$ cat src/rtl/sram_denetleyici.sv
// Requester-side controller for a single-port RW SRAM macro with masked writes and a spare bit.
// Read data lands in a small response FIFO; request acceptance is credit-limited so nothing is dropped.
module sram_denetleyici #(
   parameter int DATA_WIDTH     = 113,
   parameter int NUM_WMASKS     = 14,
   parameter int ADDR_WIDTH     = 8,
   parameter int YANIT_DERINLIK = 3
) (
   input  logic                  clk_i,
   input  logic                  rstn_i,
   input  logic                  istek_gecerli_i,
   output logic                  istek_hazir_o,
   input  logic                  istek_yaz_i,
   input  logic [ADDR_WIDTH-1:0] istek_adres_i,
   input  logic [DATA_WIDTH-1:0] istek_veri_i,
   input  logic [NUM_WMASKS-1:0] istek_maske_i,
   input  logic                  istek_yedek_yaz_i,
   output logic                  yanit_gecerli_o,
   input  logic                  yanit_hazir_i,
   output logic [DATA_WIDTH-1:0] yanit_veri_o,
   output logic                  sram_csb_o,
   output logic                  sram_web_o,
   output logic [NUM_WMASKS-1:0] sram_wmask_o,
   output logic                  sram_spare_wen_o,
   output logic [ADDR_WIDTH-1:0] sram_addr_o,
   output logic [DATA_WIDTH-1:0] sram_din_o,
   input  logic [DATA_WIDTH-1:0] sram_dout_i
);

   localparam int CNT_W = $clog2(YANIT_DERINLIK + 1);
   localparam int PTR_W = $clog2(YANIT_DERINLIK);

   logic [CNT_W-1:0]      doluluk;
   logic                  ucusta;
   logic [PTR_W-1:0]      rd_ptr;
   logic [PTR_W-1:0]      wr_ptr;
   logic [DATA_WIDTH-1:0] kuyruk [YANIT_DERINLIK];
   logic [CNT_W:0]        kredi;
   logic                  kabul;
   logic                  yazma;
   logic                  push;
   logic                  pop;

   function automatic logic [PTR_W-1:0] sonraki(input logic [PTR_W-1:0] ptr);
      if (ptr == PTR_W'(YANIT_DERINLIK - 1)) begin
         return '0;
      end
      return ptr + 1'b1;
   endfunction

   // An in-flight read already owns a FIFO slot, so it counts against the credit.
   assign kredi         = {1'b0, doluluk} + {{CNT_W{1'b0}}, ucusta};
   assign istek_hazir_o = rstn_i && (kredi < (CNT_W+1)'(YANIT_DERINLIK));
   assign kabul         = istek_gecerli_i && istek_hazir_o;
   assign yazma         = kabul && istek_yaz_i;

   assign sram_csb_o       = !kabul;
   assign sram_web_o       = !yazma;
   assign sram_wmask_o     = yazma ? istek_maske_i : '0;
   assign sram_spare_wen_o = yazma && istek_yedek_yaz_i;
   assign sram_addr_o      = istek_adres_i;
   assign sram_din_o       = istek_veri_i;

   assign push            = ucusta;
   assign yanit_gecerli_o = (doluluk != '0);
   assign pop             = yanit_gecerli_o && yanit_hazir_i;
   assign yanit_veri_o    = yanit_gecerli_o ? kuyruk[rd_ptr] : '0;

   always_ff @(posedge clk_i or negedge rstn_i) begin
      if (!rstn_i) begin
         ucusta  <= 1'b0;
         doluluk <= '0;
         rd_ptr  <= '0;
         wr_ptr  <= '0;
      end else begin
         ucusta <= kabul && !istek_yaz_i;
         if (push) begin
            wr_ptr <= sonraki(wr_ptr);
         end
         if (pop) begin
            rd_ptr <= sonraki(rd_ptr);
         end
         case ({push, pop})
            2'b10:   doluluk <= doluluk + 1'b1;
            2'b01:   doluluk <= doluluk - 1'b1;
            default: doluluk <= doluluk;
         endcase
      end
   end

   // Storage needs no reset: entries are only visible while counted in doluluk.
   always_ff @(posedge clk_i) begin
      if (push) begin
         kuyruk[wr_ptr] <= sram_dout_i;
      end
   end

endmodule

$ cat config.mk
export PLATFORM = sky130hd
export DESIGN_NAME = sram_denetleyici
export DESIGN_NICKNAME = d
export VERILOG_FILES = /design/src/rtl/sram_denetleyici.sv
export SDC_FILE = /design/constraint.sdc
export NUM_CORES = 1
export LEC_CHECK = 0
export CAP_MARGIN = 25
export CELL_PAD_IN_SITES_DETAIL_PLACEMENT = 1
export CELL_PAD_IN_SITES_GLOBAL_PLACEMENT = 1
export CORE_MARGIN = 2
export CORE_UTILIZATION = 33
export DETAILED_ROUTE_END_ITERATION = 6
export GPL_ROUTABILITY_DRIVEN = 1
export PLACE_DENSITY = 0.72
export SLEW_MARGIN = 25
export SYNTH_ARGS = -nofsm -noshare
export SYNTH_HDL_FRONTEND = slang
export SYNTH_SLANG_ARGS = --single-unit
$ cat constraint.sdc
create_clock -name clk_i -period 10.25 [get_ports clk_i]
set_clock_uncertainty 0.15 [all_clocks]
set_input_delay 3.075 -clock clk_i [delete_from_list [all_inputs] [get_ports clk_i]]
set_output_delay 3.075 -clock clk_i [all_outputs]
set_load 0.03 [all_outputs]
==> flow_results.org, run 1 <==
** Status
- The flow ran to the end, and the final reports show no timing, DRC or antenna violations.

** Die
- Initial core utilization :: 33.4%
- Row generation in the floorplan step produced 77 rows.
- Die Footprint :: 0.0464 mm²
- The region available for standard cell placement spans 0.0442 mm².
- Die Y :: 216 µm
- Die Width :: 216 µm
- In this run the count of I/O pins placed on the die edge is 507.

** Setup path
- Counting buffers and inverters, the worst setup path is 5 cells deep.
- Crit path largest cell delay :: 740 ps
- Category of the worst setup path capture point :: output port
- Crit-path most repeated cell :: clkdlybuf4s50_1
- At the worst endpoint, the arrival time is 5510 ps.
- Critical path peak fanout :: 16
- Required time of the critical path :: 7030 ps
- Worst-path cell with the longest stage delay :: clkdlybuf4s50_1
- CP Cell Sequence :: clkdlybuf4s50_1 -> inv_1 -> nor4b_4 -> and2_1 -> clkdlybuf4s50_1
- Together, buffers and inverters on the worst path number 3.
- The worst setup path is launched from a primary input.
- The critical path in this run is classified as primary input to output port.
- Counting cells, the worst reg-to-reg path comes to 3.
- Kind of cell adding the most delay to the critical path :: buffers and inverters

** STA
- The routed design could run at a clock period as short as 8740 ps.
- The number of hold violations in the final report came to 0.
- For the final routed database, the setup TNS stands at 0 ps.
- Final period util :: 85.3%
- Setup repair after global routing left no endpoint under its margin.
- Setup violations remaining at the end of the flow were counted as 0.
- The count of final max-slew check failures came to 0.
- Fmax :: 0.114 GHz
- For the pin with the worst max-slew slack, the measured transition is 1020 ps.
- Worst rel slew slack :: 32.3%

** Clocking
- For this design, the sink count on the clock tree is 346.
- Count of instances resized after the clock tree is built :: 0
- The root buffer cell chosen for the clock tree is clkbuf_16.
- Clock tree from TritonCTS :: built
- Buffers inserted to repair hold after CTS numbered 0.
- The H-tree was split into 2 levels.
- Buffers inserted by post-CTS timing repair :: 0
- Maximum buffer depth of the clock tree :: 3
- Clock input transition at the sequential cells of the worst setup and hold paths :: 60 ps
- At the later pin of the worst-skew pair, clock insertion delay measures 540 ps.
- Buffers inserted during clock tree synthesis total 40.

** Synthesis
- Seq/Total Area, Yosys :: 70.1%
- The synthesized design spends more area on one cell type than any other, namely edfxtp_1.
- Yosys warns :: 0
- Synthesis instantiated 26 different standard cells from the library.
- The synthesized netlist occupies a cell area of 0.0148 mm².
- Cell count after synthesis :: 890
- Most frequent cells after synthesis :: edfxtp_1 (339), buf_4 (126), nor2_1 (115)
- Most instantiated library cell after synthesis :: edfxtp_1
- Mean post-synth cell area :: 16.6 µm²
- For this run, the leading register cell type out of synthesis is edfxtp_1.
- Number of flops mapped to enable cells by yosys :: 339
- For this run, asynchronously set or reset flops after synthesis account for 2.02%.
- Largest cells by area after synthesis :: edfxtp_1 (69%), mux2i_1 (7.7%), buf_4 (6.4%)
- The share of synthesized area in the top cell type comes to 68.9%.
- Synthesis produced a netlist with a net count of 1,147.
- The synthesized design contains 346 register bits.

** Placement
- Input/output buffers :: 264
- The congestion estimate from routability-driven global placement came to 0.705.
- The wire-length estimate of the detail-placed layout is 24,100 µm.
- Cell total after placement :: 1,598

** Layout
- The finished layout holds 1,674 standard cells, fillers aside.
- Filler Cell Count :: 4,385
- Synth-to-layout area growth :: 24.5%
- Post-layout net count :: 1,305
- Share of cells above drive strength 1 :: 17.0%

** Power
- Worst voltage drop across the vdd grid :: 0.184 mV
- In this run, the clock network consumes 26.1% of the power.
- Combinational cells account for 40.2% of the total power.
- Leakage :: 6.22 nW
- Switching part of the total :: 35.3%
- The analysis attributes to net switching a power of 1.82 mW.
- Power density relative to cell area :: 280 mW/mm²
- Cell internal power was estimated by the tool at 3.33 mW.
- Sequential share of power :: 33.7%

** Global route
- For this run, global-route usage on met3 was measured as 4.83%.
- The first global-routing pass estimated 53,900 µm of wire.
- Met1 capacity usage during global routing :: 15.8%
- Global Route met2 Usage :: 28.6%
- The total overflow left after global routing is 0.
- Via count of the first global-routing pass :: 8,525
- Busiest layer in global routing :: met2
- Maximum number of pins on one net before global-route repair :: 62
- The number of antenna violations at the first check in global routing was 4.
- Overall Global Routing Usage :: 15.6%

** Detailed routing
- Number of antenna-violating nets in the routed design :: 0
- Routed wire length per instance :: 22.2 µm
- Routed via count divided by cell count :: 4.64
- DR iter-0 viols :: 400
- 1st-pass router iterations :: 4
- The routed layout has 7,771 vias.
- After detailed routing, the number of remaining DRC violations is 0.
- Total Routed Length :: 37,100 µm

** Hold path
- Hold Path Depth :: 1
- Worst min path class :: flop to flop

** Job
- # Max-Cap Violations :: 0
[worst register-to-register path: stages (launching register included)]
cell and delay (ps):
dfrtp_1 380, inv_1 140, nor3b_2 240, buf_4 730
[cells in the final DEF, fill, tap and decap left out, types with 4 or more instances in the layout]
master / n
clkbuf_16: 42
clkinv_1: 11
nor2_1: 115
clkbuf_1: 10
buf_4: 12
diode_2: 4
clkdlybuf4s50_1: 264
mux2_2: 76
clkinv_2: 4
mux2i_1: 113
inv_1: 5
mux2_4: 37
dfrtp_1: 5
and2_1: 15
edfxtp_1: 339
[stage by stage]
step	utilization, %	area (µm²)	worst slack, ps	power [mW]	hold WS (ps)
detailed placement	38.7	17100	1470	3.86	412
CTS	41.5	18400	1470	5.23	425
finish	41.6	18400	1510	5.14	419
global placement	38.7	17100	1620	3.84	404
floorplan	-	14800	667	3.15	341
global route	41.6	18400	1280	5.36	454
[worst paths after layout]
check / from / endpoint / slack (ps)
worst min-delay path: doluluk[1] / doluluk[1] / 420
worst min register to register: doluluk[1] / doluluk[1] / 420
min in group asynchronous: rstn_i / doluluk[1] / 2690
worst max-delay path: rstn_i / sram_wmask_o[5] / 1510
worst max register to register: push / kuyruk[2][74] / 8150
max in group asynchronous: rstn_i / rd_ptr[0] / 6910
[per-layer routing]
metal	up-vias	part of all wire [%]
met4	2	4.2
met3	129	7.0
li1	3462	-
met1	3917	35
met5	-	0.097
met2	261	54
[cell families after synthesis]
logic type / Yosys count / synth area share, %
flops: 346 / 70.1
xor+xnor: 3 / 0.178
fa+ha+maj: 3 / 0.254
buf+inv: 165 / 7.84
mux: 226 / 17.2
compound gates: 6 / 0.271
simple gates: 141 / 4.10
[sequential cells by signal (all words and copies together), names as in the netlist]
signal and cells:
kuyruk 339, wr_ptr 2, doluluk 2, rd_ptr 2, push 1
[power groups by stage]
stage / combinational (mW) / clock, mW / sequential, mW
6_report: 2.07 / 1.34 / 1.73
5_1_grt: 2.18 / 1.43 / 1.75
4_1_cts: 2.11 / 1.39 / 1.74
3_5_place_dp: 2.09 / 0 / 1.77
3_3_place_gp: 2.08 / 0 / 1.76
2_1_floorplan: 1.43 / 0 / 1.72
[layout make-up]
class / instances / area, µm² / area share (%)
flip-flops and latches: 346 / 10400 / 56.4
multi-input cells: 379 / 3270 / 17.8
repair buffers: 276 / 2730 / 14.9
clock buffers: 52 / 1090 / 5.92
well taps: 592 / 741 / 4.03
clock inverters: 20 / 155 / 0.844
inverters: 5 / 18.8 / 0.102
diodes: 4 / 10.0 / 0.0545
Note: power is estimated with default switching activity, not from simulation.
==> run 2: changes to the inputs <==
--- a/config.mk
+++ b/config.mk
@@ -13,6 +13,7 @@
 export DETAILED_ROUTE_END_ITERATION = 6
 export GPL_ROUTABILITY_DRIVEN = 1
 export PLACE_DENSITY = 0.72
+export REMOVE_ABC_BUFFERS = 1
 export SLEW_MARGIN = 25
 export SYNTH_ARGS = -nofsm -noshare
 export SYNTH_HDL_FRONTEND = slang
==> run 2 against run 1 <==
  * Flip-flop and latch count is the same
  * Sequential power is essentially flat
  * Critical path depth is the same
  * Sequential share of layout area grew 0.39 points
  * Maximum frequency grew 0.55%
  * Hold slack gained 15 ps
  * Global-route usage grew 5.8 points
  * Clock-buffer cell count is the same
  * Largest cell class unchanged
==> flow_results.org, run 2 (same netlist as run 1, synthesis figures left out) <==
** Global route
- Initial antenna violation count :: 4 (unchanged)
- The total congestion overflow came to 0 (unchanged).
- The maximum number of pins on one net before global-route repair is 68 (was 62).
- Overall Global Routing Usage :: 21.3% (was 15.6%)
- The wire length of the first global-routing pass was 69,300 µm (was 53,900 µm).
- Via count of the first global-routing pass :: 8,663 (was 8,525)

** Layout
- Filler Cell Count :: 4,382 (was 4,385)
- Post-layout net count :: 1,304 (was 1,305)
- Total non-filler cell area in the finished layout :: 0.0183 mm² (was 0.0184 mm²)
- Fraction of the core area covered by cells at the end of the flow :: 41.3% (was 41.6%)
- Number of non-filler instances in the completed layout :: 1,671 (was 1,674)
- The flip-flop count of the largest register after layout is 339 (unchanged).
- The synthesis-to-finish area growth came to 23.6% (was 24.5%).
- Share of cells above drive strength 1 :: 16.8% (was 17.0%)
- The most flop-heavy register is kuyruk (unchanged).
- The most common cell after layout, fill and taps aside is edfxtp_1 (unchanged).
- Most frequent cells in the layout :: edfxtp_1 (339), clkdlybuf4s50_1 (264), nor2_1 (115) (unchanged)

** STA
- Worst rel slew slack :: 35.1% (was 32.3%)
- The actual slew at the worst max-slew pin is 973 ps (was 1020 ps).
- The count of final max-slew check failures was 0 (unchanged).
- Worst hold slack :: 435 ps (was 419 ps)
- The number of failing setup endpoints in the final timing report came to 0 (unchanged).
- Setup WS post-layout :: 1560 ps (was 1510 ps)
- Unrepaired setup endpoints after global routing: no (unchanged).
- The minimum clock period was 8690 ps (was 8740 ps).
- The ratio of final minimum period to clock period was 84.8% (was 85.3%).
- The setup TNS was 0 ps (unchanged).
- The number of hold violations in the final report came to 0 (unchanged).
- The fmax is 0.115 GHz (was 0.114 GHz).

** Clocking
- The CTS buffer count came to 39 (was 40).
- The largest buffer count on any clock path was 3 (unchanged).
- The clock latency at the later pin of the worst-skew pair came to 540 ps (about the same).
- The number of resized instances in the post-cts repair step was 0 (unchanged).
- The number of sinks driven by the clock tree was 346 (unchanged).
- The TritonCTS clock tree is built (unchanged).
- The clock root buffer was clkbuf_16 (unchanged).
- Post-CTS Hold Buffers :: 0 (unchanged)
- Clock input transition at the sequential cells of the worst setup and hold paths :: 60 ps (about the same)
- # H-tree levels :: 2 (unchanged)
- The count of buffers added by post-CTS timing repair for setup is 0 (unchanged).

** Hold path
- Hold Path Depth :: 1 (unchanged)
- Worst min path class :: flop to flop (unchanged)
- Hold path startpoint :: wr_ptr[1] (was doluluk[1])
- The terminating pin of the worst hold path is wr_ptr[1] (was doluluk[1]).

** Detailed routing
- The vias per cell was 4.91 (was 4.64).
- DR iter-0 viols :: 514 (was 400)
- The aggregate routed wire length came to 50,300 µm (was 37,100 µm).
- The number of nets still failing antenna checks after routing is 0 (unchanged).
- The number of design rule violations left after detail routing was 0 (unchanged).
- Routed wire length per instance :: 30.1 µm (was 22.2 µm)
- The length of the first detailed-routing pass in iterations came to 4 (unchanged).
- The total via count after detailed routing came to 8,211 (was 7,771).

** Job
- The number of max-capacitance violations reported was 0 (unchanged).

** Setup path
- The setup slack of the most critical reg-to-reg path was 7420 ps (was 8150 ps).
- Worst-path cell with the longest stage delay :: clkdlybuf4s50_1 (unchanged)
- Startpoint of the worst-slack reg-to-reg timing path :: push (unchanged)
- The type of the setup path with the least slack is primary input to output port (unchanged).
- The element type at the critical path end was an output port (unchanged).
- The worst path arrival time came to 5470 ps (was 5510 ps).
- R2R depth :: 4 (was 3)
- Crit path largest cell delay :: 740 ps (about the same)
- Critical Path Start Type :: primary input (unchanged)
- Required time of the critical path :: 7030 ps (about the same)
- The maximum fanout along the worst path was 16 (unchanged).
- CP Cell Sequence :: clkdlybuf4s50_1 -> inv_1 -> nor4b_4 -> and2_1 -> clkdlybuf4s50_1 (unchanged)
- Capture point of the worst reg-to-reg path :: kuyruk[0][74] (was kuyruk[2][74])
- Crit-path most repeated cell :: clkdlybuf4s50_1 (unchanged)

** Die
- Number of top-level design ports :: 507 (unchanged)
- The placeable core region was 0.0442 mm² (unchanged).
- Die Width :: 216 µm (unchanged)
- The number of standard-cell rows in the floorplan is 77 (unchanged).
- The floorplan die area was 0.0464 mm² (unchanged).
- The height of the die was 216 µm (unchanged).
- The effective utilization at floorplan came to 33.4% (unchanged).

** Power
- Power density relative to cell area :: 277 mW/mm² (was 280 mW/mm²)
- The worst voltage drop across the vdd grid was 0.193 mV (was 0.184 mV).
- The leakage power summed over all cells is 6.17 nW (was 6.22 nW).
- Total power :: 5.05 mW (was 5.14 mW)

** Status
- Result of the run: completed (unchanged).

** Placement
- The post-detailed-placement half-perimeter wirelength was 34,400 µm (was 24,100 µm).
- The post-placement cell area came to 0.0171 mm² (unchanged).
- The routability congestion estimate is 0.766 (was 0.705).
- The count of port buffers added during placement came to 264 (unchanged).
- Cell total after placement :: 1,598 (unchanged)
- The worst setup timing slack at the placement stage came to 1560 ps (was 1470 ps).
==> run 2: critical path: cells and delay by family <==
kind	cells	cell delay, ps
simple gates	2	780
buf+inv	3	1610
==> run 2: where the power goes <==
group	leakage, nW	internal (mW)	switching (mW)	total (mW)
clock	0.547	0.704	0.542	1.25
combinational	2.47	0.873	1.20	2.08
sequential	3.15	1.65	0.0801	1.73
==> run 2: cell type report <==
cell class / count / area, µm² / share of cell area, %
antenna: 2 / 5.00 / 0.0274
inverter: 5 / 18.8 / 0.103
timing repair buffer: 276 / 2730 / 15.0
clock inverter: 19 / 97.6 / 0.535
multi-input combinational: 379 / 3270 / 17.9
tap: 592 / 741 / 4.06
clock buffer: 52 / 1020 / 5.61
sequential: 346 / 10400 / 56.8
==> run 2: per-layer routing <==
layer	track usage, %	vias to the layer above	routed length (µm)
li1	-	3460	-
met1	25.3	4065	20000
met2	26.9	592	18900
met3	19.4	74	9840
met4	4.80	20	798
met5	12.2	-	760
==> run 2: worst max-delay path by stage <==
stage	startpoint	endpoint	slack, ps	depth (start not counted)
after floorplan	push	kuyruk[1][0]	670	2
after global placement	rstn_i	sram_wmask_o[6]	1660	5
after detailed placement	rstn_i	sram_wmask_o[6]	1560	5
after CTS	rstn_i	sram_wmask_o[6]	1550	5
after global routing	rstn_i	sram_wmask_o[6]	1350	5
final	rstn_i	sram_wmask_o[6]	1560	5
